File: src/rtl/puf_ctrl_pkg.sv
// Shared types and defaults for the PUF challenge/response sequencer.
// No logic; no latency; no flow control.
package puf_ctrl_pkg;

    localparam int CHAL_W_DEF = 16;
    localparam int RESP_W_DEF = 32;
    localparam int CRP_CNT_W  = 16;

    typedef enum logic [2:0] {
        ST_IDLE,
        ST_LOAD,
        ST_ARM,
        ST_SETTLE,
        ST_CAPTURE,
        ST_SEND,
        ST_WAIT_DONE
    } state_t;

endpackage

File: src/rtl/b2g_converter.sv
// Binary to reflected-Gray encoder.
// Purely combinational, zero latency; no flow control.
module b2g_converter #(
    parameter int W = 16
) (
    input  logic [W-1:0] i_bin,
    output logic [W-1:0] o_gray
);

    assign o_gray = i_bin ^ (i_bin >> 1);

endmodule

File: src/rtl/puf_crp_sequencer.sv
// Sequences one challenge/response through the PUF: RX -> Gray -> arm/settle -> capture -> TX. Optional PUF_ECHO_EN.
// Latency: rx_done rise to tx_start is SETTLE_CYC+5 cycles.
// Backpressure: holds in WAIT_DONE until a fresh tx_done rise; challenges arriving while busy are dropped.
module puf_crp_sequencer
    import puf_ctrl_pkg::*;
#(
    parameter int CHAL_W     = CHAL_W_DEF,
    parameter int RESP_W     = RESP_W_DEF,
    parameter int SETTLE_CYC = 8
) (
    input  logic                 clk,
    input  logic                 rst,
    input  logic                 rx_done,
    input  logic [CHAL_W-1:0]    rx_data,
`ifdef PUF_ECHO_EN
    input  logic                 echo_mode,
`endif
    output logic                 puf_arm,
    output logic [CHAL_W-1:0]    puf_challenge,
    input  logic [RESP_W-1:0]    puf_response,
    output logic                 tx_start,
    output logic [RESP_W-1:0]    tx_data,
    input  logic                 tx_done,
    output logic                 busy,
    output logic                 drop,
    output logic [CRP_CNT_W-1:0] crp_count
);

    localparam int CNT_W = (SETTLE_CYC > 1) ? $clog2(SETTLE_CYC) : 1;

    state_t                r_state;
    state_t                w_next;
    logic                  r_rx_prev;
    logic                  r_tx_prev;
    logic [CHAL_W-1:0]     r_chal;
    logic [CHAL_W-1:0]     r_puf_chal;
    logic [CNT_W-1:0]      r_cnt;
    logic                  r_puf_arm;
    logic                  r_tx_start;
    logic [RESP_W-1:0]     r_tx_data;
    logic                  r_drop;
    logic [CRP_CNT_W-1:0]  r_crp_count;

    logic                  w_rx_rise;
    logic                  w_tx_rise;
    logic [CHAL_W-1:0]     w_gray;
    logic                  w_echo;
    logic                  w_arm_nxt;
    logic                  w_tx_start_nxt;
    logic                  w_drop_nxt;
    logic                  w_busy;

    assign w_rx_rise = rx_done & ~r_rx_prev;
    assign w_tx_rise = tx_done & ~r_tx_prev;

    b2g_converter #(.W(CHAL_W)) u_b2g (
        .i_bin  (r_chal),
        .o_gray (w_gray)
    );

`ifdef PUF_ECHO_EN
    logic r_echo;

    always_ff @(posedge clk) begin
        if (rst) begin
            r_echo <= 1'b0;
        end else if (r_state == ST_IDLE && w_rx_rise) begin
            r_echo <= echo_mode;
        end
    end

    assign w_echo = r_echo;
`else
    assign w_echo = 1'b0;
`endif

    always_ff @(posedge clk) begin
        if (rst) begin
            r_state <= ST_IDLE;
        end else begin
            r_state <= w_next;
        end
    end

    always_comb begin
        w_next = r_state;
        case (r_state)
            ST_IDLE:      if (w_rx_rise) w_next = ST_LOAD;
            ST_LOAD:      w_next = ST_ARM;
            ST_ARM:       w_next = ST_SETTLE;
            ST_SETTLE:    if (r_cnt == '0) w_next = ST_CAPTURE;
            ST_CAPTURE:   w_next = ST_SEND;
            ST_SEND:      w_next = ST_WAIT_DONE;
            ST_WAIT_DONE: if (w_tx_rise) w_next = ST_IDLE;
            default:      w_next = ST_IDLE;
        endcase
    end

    // Outputs are registered, so each appears one cycle after its state.
    always_comb begin
        w_arm_nxt      = 1'b0;
        w_tx_start_nxt = 1'b0;
        w_drop_nxt     = 1'b0;
        w_busy         = (r_state != ST_IDLE);
        if ((r_state == ST_ARM || r_state == ST_SETTLE) && !w_echo) begin
            w_arm_nxt = 1'b1;
        end
        if (r_state == ST_SEND) begin
            w_tx_start_nxt = 1'b1;
        end
        if (w_rx_rise && r_state != ST_IDLE) begin
            w_drop_nxt = 1'b1;
        end
    end

    always_ff @(posedge clk) begin
        if (rst) begin
            r_rx_prev   <= 1'b0;
            r_tx_prev   <= 1'b0;
            r_chal      <= '0;
            r_puf_chal  <= '0;
            r_cnt       <= '0;
            r_puf_arm   <= 1'b0;
            r_tx_start  <= 1'b0;
            r_tx_data   <= '0;
            r_drop      <= 1'b0;
            r_crp_count <= '0;
        end else begin
            r_rx_prev  <= rx_done;
            r_tx_prev  <= tx_done;
            r_puf_arm  <= w_arm_nxt;
            r_tx_start <= w_tx_start_nxt;
            r_drop     <= w_drop_nxt;
            case (r_state)
                ST_IDLE:      if (w_rx_rise) r_chal <= rx_data;
                ST_LOAD:      r_puf_chal <= w_gray;
                ST_ARM:       r_cnt <= CNT_W'(SETTLE_CYC - 1);
                ST_SETTLE:    if (r_cnt != '0) r_cnt <= r_cnt - 1'b1;
                ST_CAPTURE:   r_tx_data <= w_echo ? RESP_W'(r_chal) : puf_response;
                ST_WAIT_DONE: if (w_tx_rise) r_crp_count <= r_crp_count + 1'b1;
                default:      ;
            endcase
        end
    end

    assign puf_arm       = r_puf_arm;
    assign puf_challenge = r_puf_chal;
    assign tx_start      = r_tx_start;
    assign tx_data       = r_tx_data;
    assign busy          = w_busy;
    assign drop          = r_drop;
    assign crp_count     = r_crp_count;

endmodule

File: config.mk
export PLATFORM = sky130hd
export DESIGN_NAME = puf_crp_sequencer
export DESIGN_NICKNAME = d
export VERILOG_FILES = /design/src/rtl/puf_ctrl_pkg.sv /design/src/rtl/b2g_converter.sv /design/src/rtl/puf_crp_sequencer.sv
export SDC_FILE = /design/constraint.sdc
export NUM_CORES = 1
export LEC_CHECK = 0
export CORE_ASPECT_RATIO = 1.1
export CORE_MARGIN = 2
export CORE_UTILIZATION = 49
export DETAILED_ROUTE_END_ITERATION = 7
export PLACE_DENSITY = 0.85
export SYNTH_ARGS = -nofsm -noshare
export SYNTH_HDL_FRONTEND = slang
export SYNTH_SLANG_ARGS = --single-unit
export TNS_END_PERCENT = 1
File: constraint.sdc
create_clock -name clk -period 4.75 [get_ports clk]
set_input_delay 0.475 -clock clk [delete_from_list [all_inputs] [get_ports clk]]
set_output_delay 0.475 -clock clk [all_outputs]
set_load 0.005 [all_outputs]
== After elaboration in Yosys (flattened, before gate mapping) ==
Index checks and enable logic that the tools add are counted.

* Output and inout bits: 68
* Word-level logic and storage cells: 48
* Input bits: 52
* Bits in registers: 91

* Bitwise logic cells: 5
* Equal/unequal tests: 10
* Reductions and logical operators: 11
* $add $sub $neg: 2
* Multiplexer cells: 9

{| class="wikitable"
|+ Operators by type and width
! kind !! number
|-
| case mux 3 bit (7 select lines) || 1
|-
| adder 16 x 1 -> 16 bit, second input constant || 1
|-
| bitwise XOR 16 x 15 -> 16 bit || 1
|-
| 2-to-1 mux 3 bit || 4
|-
| == test 3 bit, second input constant || 3
|-
| == test 3 x 2 -> 1 bit, second input constant || 2
|-
| zero test 3 bit || 2
|-
| inequality test 2 bit, second input constant || 3
|-
| case mux 3 bit (2 select lines) || 1
|-
| AND reduction 2 bit || 3
|-
| nonzero test 3 bit || 2
|-
| == test 3 x 1 -> 1 bit, second input constant || 1
|-
| 2-to-1 mux 1 bit || 3
|-
| AND reduction 3 bit || 1
|-
| subtractor 3 x 1 -> 3 bit, second input constant || 1
|-
| AND 1 bit || 2
|-
| inequality test 2 x 1 -> 1 bit, second input constant || 1
|-
| inverter 1 bit || 2
|-
| nonzero test 2 bit || 1
|-
| logical AND 1 bit || 1
|-
| logical OR 1 bit || 1
|}

== Longest topological paths before layout ==
* Depth in word-level cells: 4
* Depth in mapped cells: 7

== Cells and area by module ==
Synthesis repeated with hierarchy kept, for this count alone.

* Cells, all modules: 440
* Area, all modules: 3613.5 um^2

{| class="wikitable"
|+ By module, submodules not included
! module !! area an instance (um^2) !! cells an instance !! instances
|-
| puf_crp_sequencer || 3474.6 || 424 || 1
|-
| b2g_converter || 138.9 || 16 || 1
|}

== Least setup slack after synthesis ==
OpenSTA, ideal clock, no wires.

* Path kind: reg-to-reg
* From: register r_crp_count[0], in the netlist crp_count[0]
* To: register r_crp_count[12], in the netlist crp_count[12]
* Path slack: 2960 ps
* Period minus slack after synthesis: 1790 ps
* Stages on the path, launching flop included: 6
* Required time: 4680 ps
* Arrival: 1719 ps
* Cell sequence: dfxtp_1 > ha_1 > nand4b_4 > or3_4 > or4_1 > a21oi_1

* Cells in the longest elaborated chain, start to end: 1

{| class="wikitable"
|+ Ends and longest elaborated chain
! element !! RTL line !! text
|-
| start, declared || puf_crp_sequencer.sv:42 || <nowiki>logic [CRP_CNT_W-1:0] r_crp_count;</nowiki>
|-
| start signal, assigned || puf_crp_sequencer.sv:140 || <nowiki>ST_WAIT_DONE: if (w_tx_rise) r_crp_count <= r_crp_count + 1'b1;</nowiki>
|-
| adder 16 x 1 -> 16 bit || puf_crp_sequencer.sv:140 ||
|}

No other way between the ends.
A chain may end at the register's enable or synchronous reset.

== Worst setup path in the final report ==
* From: register r_state[2]
* To: output busy

* Cells in the longest elaborated chain, start to end: 1

{| class="wikitable"
|+ Ends and longest elaborated chain
! element !! RTL line !! text
|-
| start, declared || puf_crp_sequencer.sv:31 || <nowiki>state_t r_state;</nowiki>
|-
| start signal, assigned || puf_crp_sequencer.sv:81 || <nowiki>r_state <= w_next;</nowiki>
|-
| nonzero test 3 bit || puf_crp_sequencer.sv:104 || <nowiki>w_busy = (r_state != ST_IDLE);</nowiki>
|-
| end, declared || puf_crp_sequencer.sv:24 || <nowiki>output logic busy,</nowiki>
|}

No other way between the ends.

==> impl_metrics.csv <==
group,metric,value,unit
run_status,run_status,"finished clean",
sta,hold_violations,0,
clock_tree,clock-root-buffer,"sky130_fd_sc_hd__clkbuf_8",
final_layout,num-nets-final,585,
power_and_ir_drop,cellInternalPower,1180,µW
final_layout,n_antenna_cell,0,
power_and_ir_drop,clock_power_share,36.3,%
sta,drv_slew,0,
route,post_drt_via_cell_ratio,5.16,
critical_path,cpMaxStageDelayCell,"sky130_fd_sc_hd__nor3_1",
die,core.rowCount,32,
yosys,synth-edff-count,0,
clock_tree,insertion_delay,340,ps
route,dr_total_vias,3200,
sta,timing.fmax,425,MHz
yosys,yosys-top-cells-area,"sky130_fd_sc_hd__dfxtp_1 (51%), sky130_fd_sc_hd__nand2_1 (11%), sky130_fd_sc_hd__a21oi_1 (7.7%)",
critical_path,worst-r2r-setup-slack,2560,ps
final_layout,synthToLayoutAreaGrowth,39.4,%
die,core_region_area,7050,µm²
yosys,yosysSeqAreaShare,50.7,%
critical_path,worst-endpoint-arrival,1880,ps
global_route,first_global_vias,2949,
global_route,total_overflow_reported_by_the_global_router,0,
yosys,syn_area_per_cell,8.43,µm²
clock_tree,postCtsSetupBuffers,0,
clock_tree,cts_bufs_inserted,9,
hold_path,hold_path.class,"reg2reg",
route,drtIter0Drc,80,
yosys,synth_area_leader_cell,"sky130_fd_sc_hd__dfxtp_1",
yosys,yosys_warnings,0,
global_route,grt_antenna_before_repair,0,
route,ant_nets,0,
clock_tree,cts-htree-levels,3,
route,detail_route.wirelength,8.42,mm
yosys,ys_seq_elements,91,
route,route.detailed.drc,0,
clock_tree,tritoncts,"done",
clock_tree,clk_transition_reported_paths,80,ps
yosys,synthesis.nets,481,
sta,max_slew_margin,25.1,%
critical_path,path_delay_family,"buffers and inverters",
route,detailedRoute.firstPassIterationCount,7,
clock_tree,cts.sinks,91,
global_route,gr-usage-all-layers,21.1,%
placement,gpl.final_weighted_congestion,0.794,
route,route.detailed.wl_per_inst,13.6,µm
critical_path,critPathCaptureType,"output pin",
die,top_level_ports,120,
yosys,synth_top_cell_area_share,50.7,%
critical_path,timing.critical_path.cells,"nor3_1 > inv_1 > clkdlybuf4s50_1",
sta,fin_crit_sh,49.5,%
final_layout,final_layout_size_suffix_gt1_share,4.11,%
yosys,proportion_of_register_bits_with_asynchronous_set_or_reset_after_synthesis,0,%
power_and_ir_drop,seq_power_share,52.8,%
sta,finalSetupViolations,0,
die,initial_cell_density_of_the_core,51.0,%
yosys,synth.cell_area,3590,µm²
critical_path,start_to_end_type_of_the_worst_setup_path,"reg2out",
die,die_y,93.8,µm
placement,portBuffers,119,
power_and_ir_drop,leakage,0.00174,µW
die,die_x,85.6,µm
global_route,grt_start_max_net_pins,64,
clock_tree,clk_path_buf_depth,2,
power_and_ir_drop,worst_ir_drop_vdd,0.000195,V
final_layout,finish.utilization,71.1,%
clock_tree,cts.hold.buffers_added,0,
power_and_ir_drop,share_comb_of_total_power,10.8,%
sta,layout_min_cycle_time,2350,ps
die,die_area,8030,µm²
critical_path,critical_path_rt,4280,ps
sta,worst_clock_skew,7.84,ps
global_route,grt_pass1_wl,13.6,mm
critical_path,peak_fanout_along_the_critical_path,16,
yosys,syn_inst,426,
critical_path,worst_path_largest_cell_delay,500,ps
run,max-cap-violations,0,
critical_path,start_kind,"register",
clock_tree,cts_resized,0,
sta,rsz_0062_raised_after_global_routing,"no",
power_and_ir_drop,power_density,307,nW/µm²
sta,setup_tns,0,ps
power_and_ir_drop,switching_power,352,µW
critical_path,cp_num_buf_inv,2,
sta,worst-slew-pin-transition,1120,ps
final_layout,n_fill_cell,570,
yosys,postSynth.topFlopCell,"sky130_fd_sc_hd__dfxtp_1",
yosys,yosysUniqueCellTypes,43,
power_and_ir_drop,swShare,23.0,%
placement,detailed_place_hpwl,5.96,mm
==> cell usage after synthesis (2+ instances only) <==
cell type	instances
sky130_fd_sc_hd__nand2_1	106
sky130_fd_sc_hd__dfxtp_1	91
sky130_fd_sc_hd__a21oi_1	55
sky130_fd_sc_hd__nor2_1	33
sky130_fd_sc_hd__clkbuf_1	22
sky130_fd_sc_hd__xnor2_1	20
sky130_fd_sc_hd__a211oi_1	17
sky130_fd_sc_hd__inv_1	8
sky130_fd_sc_hd__nor2b_1	5
sky130_fd_sc_hd__o21ai_0	5
sky130_fd_sc_hd__nand3_1	4
sky130_fd_sc_hd__nor3_1	4
sky130_fd_sc_hd__nor3b_1	4
sky130_fd_sc_hd__nor4_1	4
sky130_fd_sc_hd__and2_1	3
sky130_fd_sc_hd__buf_1	3
sky130_fd_sc_hd__ha_1	3
sky130_fd_sc_hd__nand4_1	3
sky130_fd_sc_hd__or3_1	3
sky130_fd_sc_hd__xor2_1	3
sky130_fd_sc_hd__and3b_1	2
sky130_fd_sc_hd__buf_2	2
sky130_fd_sc_hd__mux2i_1	2
sky130_fd_sc_hd__nand2b_1	2
sky130_fd_sc_hd__nand3b_1	2
sky130_fd_sc_hd__nand4b_1	2
sky130_fd_sc_hd__nand4b_4	2
==> final cells by class <==
class                           count  area [µm²]  area share, %
Sequential cell                    91        1820           36.4
Inverter                            8        30.0          0.600
Timing Repair Buffer              120        1190           23.8
Clock inverter                      6        88.8           1.77
Multi-Input combinational cell    300        1640           32.7
Tap cell                           85         106           2.12
Clock buffer                       10         128           2.55
==> worst paths after layout <==
check / startpoint / endpoint / cells past startpoint
setup / recovery: r_state[2] / busy / 3
hold / removal: tx_data[24] / tx_data[24] / 2
setup reg to reg: r_state[2] / crp_count[15] / 4
hold reg to reg: tx_data[24] / tx_data[24] / 2
==> worst reg2reg max path, cell delays in order (launching register included) <==
cell                       delay [ps]
sky130_fd_sc_hd__dfxtp_1          680
sky130_fd_sc_hd__nand3b_1         230
sky130_fd_sc_hd__nor4_1           560
sky130_fd_sc_hd__nor3b_1          270
sky130_fd_sc_hd__mux2_1           340
==> state kept, by name, summed over array words and instances (netlist names), 3 cells and up <==
register / count
r_state: 3
r_cnt: 3
crp_count: 16
puf_challenge: 16
r_chal: 16
tx_data: 32
==> power by group through the flow <==
stage          registers [µW]  logic, µW  clock network (µW)
3_3_place_gp              827        164                   0
3_5_place_dp              829        167                   0
5_1_grt                   815        183                 601
4_1_cts                   811        169                 570
2_1_floorplan             825       81.6                   0
6_report                  811        167                 558
==> layout by cell type (no fill, tap or decap), drive strengths merged, types with 2 or more instances in the layout <==
cell             n
clkdlybuf4s50  118
nand2          106
dfxtp           91
a21oi           55
nor2            33
xnor2           20
a211oi          17
clkbuf          10
inv              9
o21ai            6
nor2b            5
nor3             4
nand3            4
nor4             4
nor3b            4
or3              4
nand4b           4
and2             3
nand4            3
xor2             3
ha               3
nand3b           2
and3b            2
mux2i            2
nand2b           2
bufinv           2
clkinvlp         2
or4              2
buf              2
==> logic make-up (layout without fill, tap and decap cells) <==
group                      count (synthesis)  after routing  synth area share [%]
and+or+nand+nor                          184            184                  23.9
AOI/OAI and AO/OA                         87             87                  14.1
muxes                                      3              3                 0.871
adders and majority gates                  3              3                  1.05
xor gates and xnor gates                  23             23                  5.61
buffers and inverters                     35            144                  3.73
DFF                                       91             91                  50.7
==> per-layer routing <==
metal  vias up  GRT usage (%)  routed length (µm)
met4         0           8.33                  98
li1       1634              -                   -
met5         -              0                   0
met2        98           35.4                3990
met3         9           4.39                 451
met1      1459           26.6                3880
==> per-stage QoR <==
| stage | std cells | area (µm²) | setup WS, ps | hold WS [ps] | power (µW) |
|---|---|---|---|---|---|
| final | 620 | 5010 | 2400 | 455 | 1530 |
| after global placement | 604 | 4790 | 2290 | 441 | 992 |
| after floorplan | 426 | 3590 | 2960 | 449 | 906 |
| after CTS | 620 | 5010 | 2360 | 458 | 1550 |
| after global routing | 620 | 5010 | 2290 | 476 | 1600 |
| after detailed placement | 604 | 4790 | 2260 | 446 | 996 |
No activity file was read; power rests on OpenSTA's default activity.
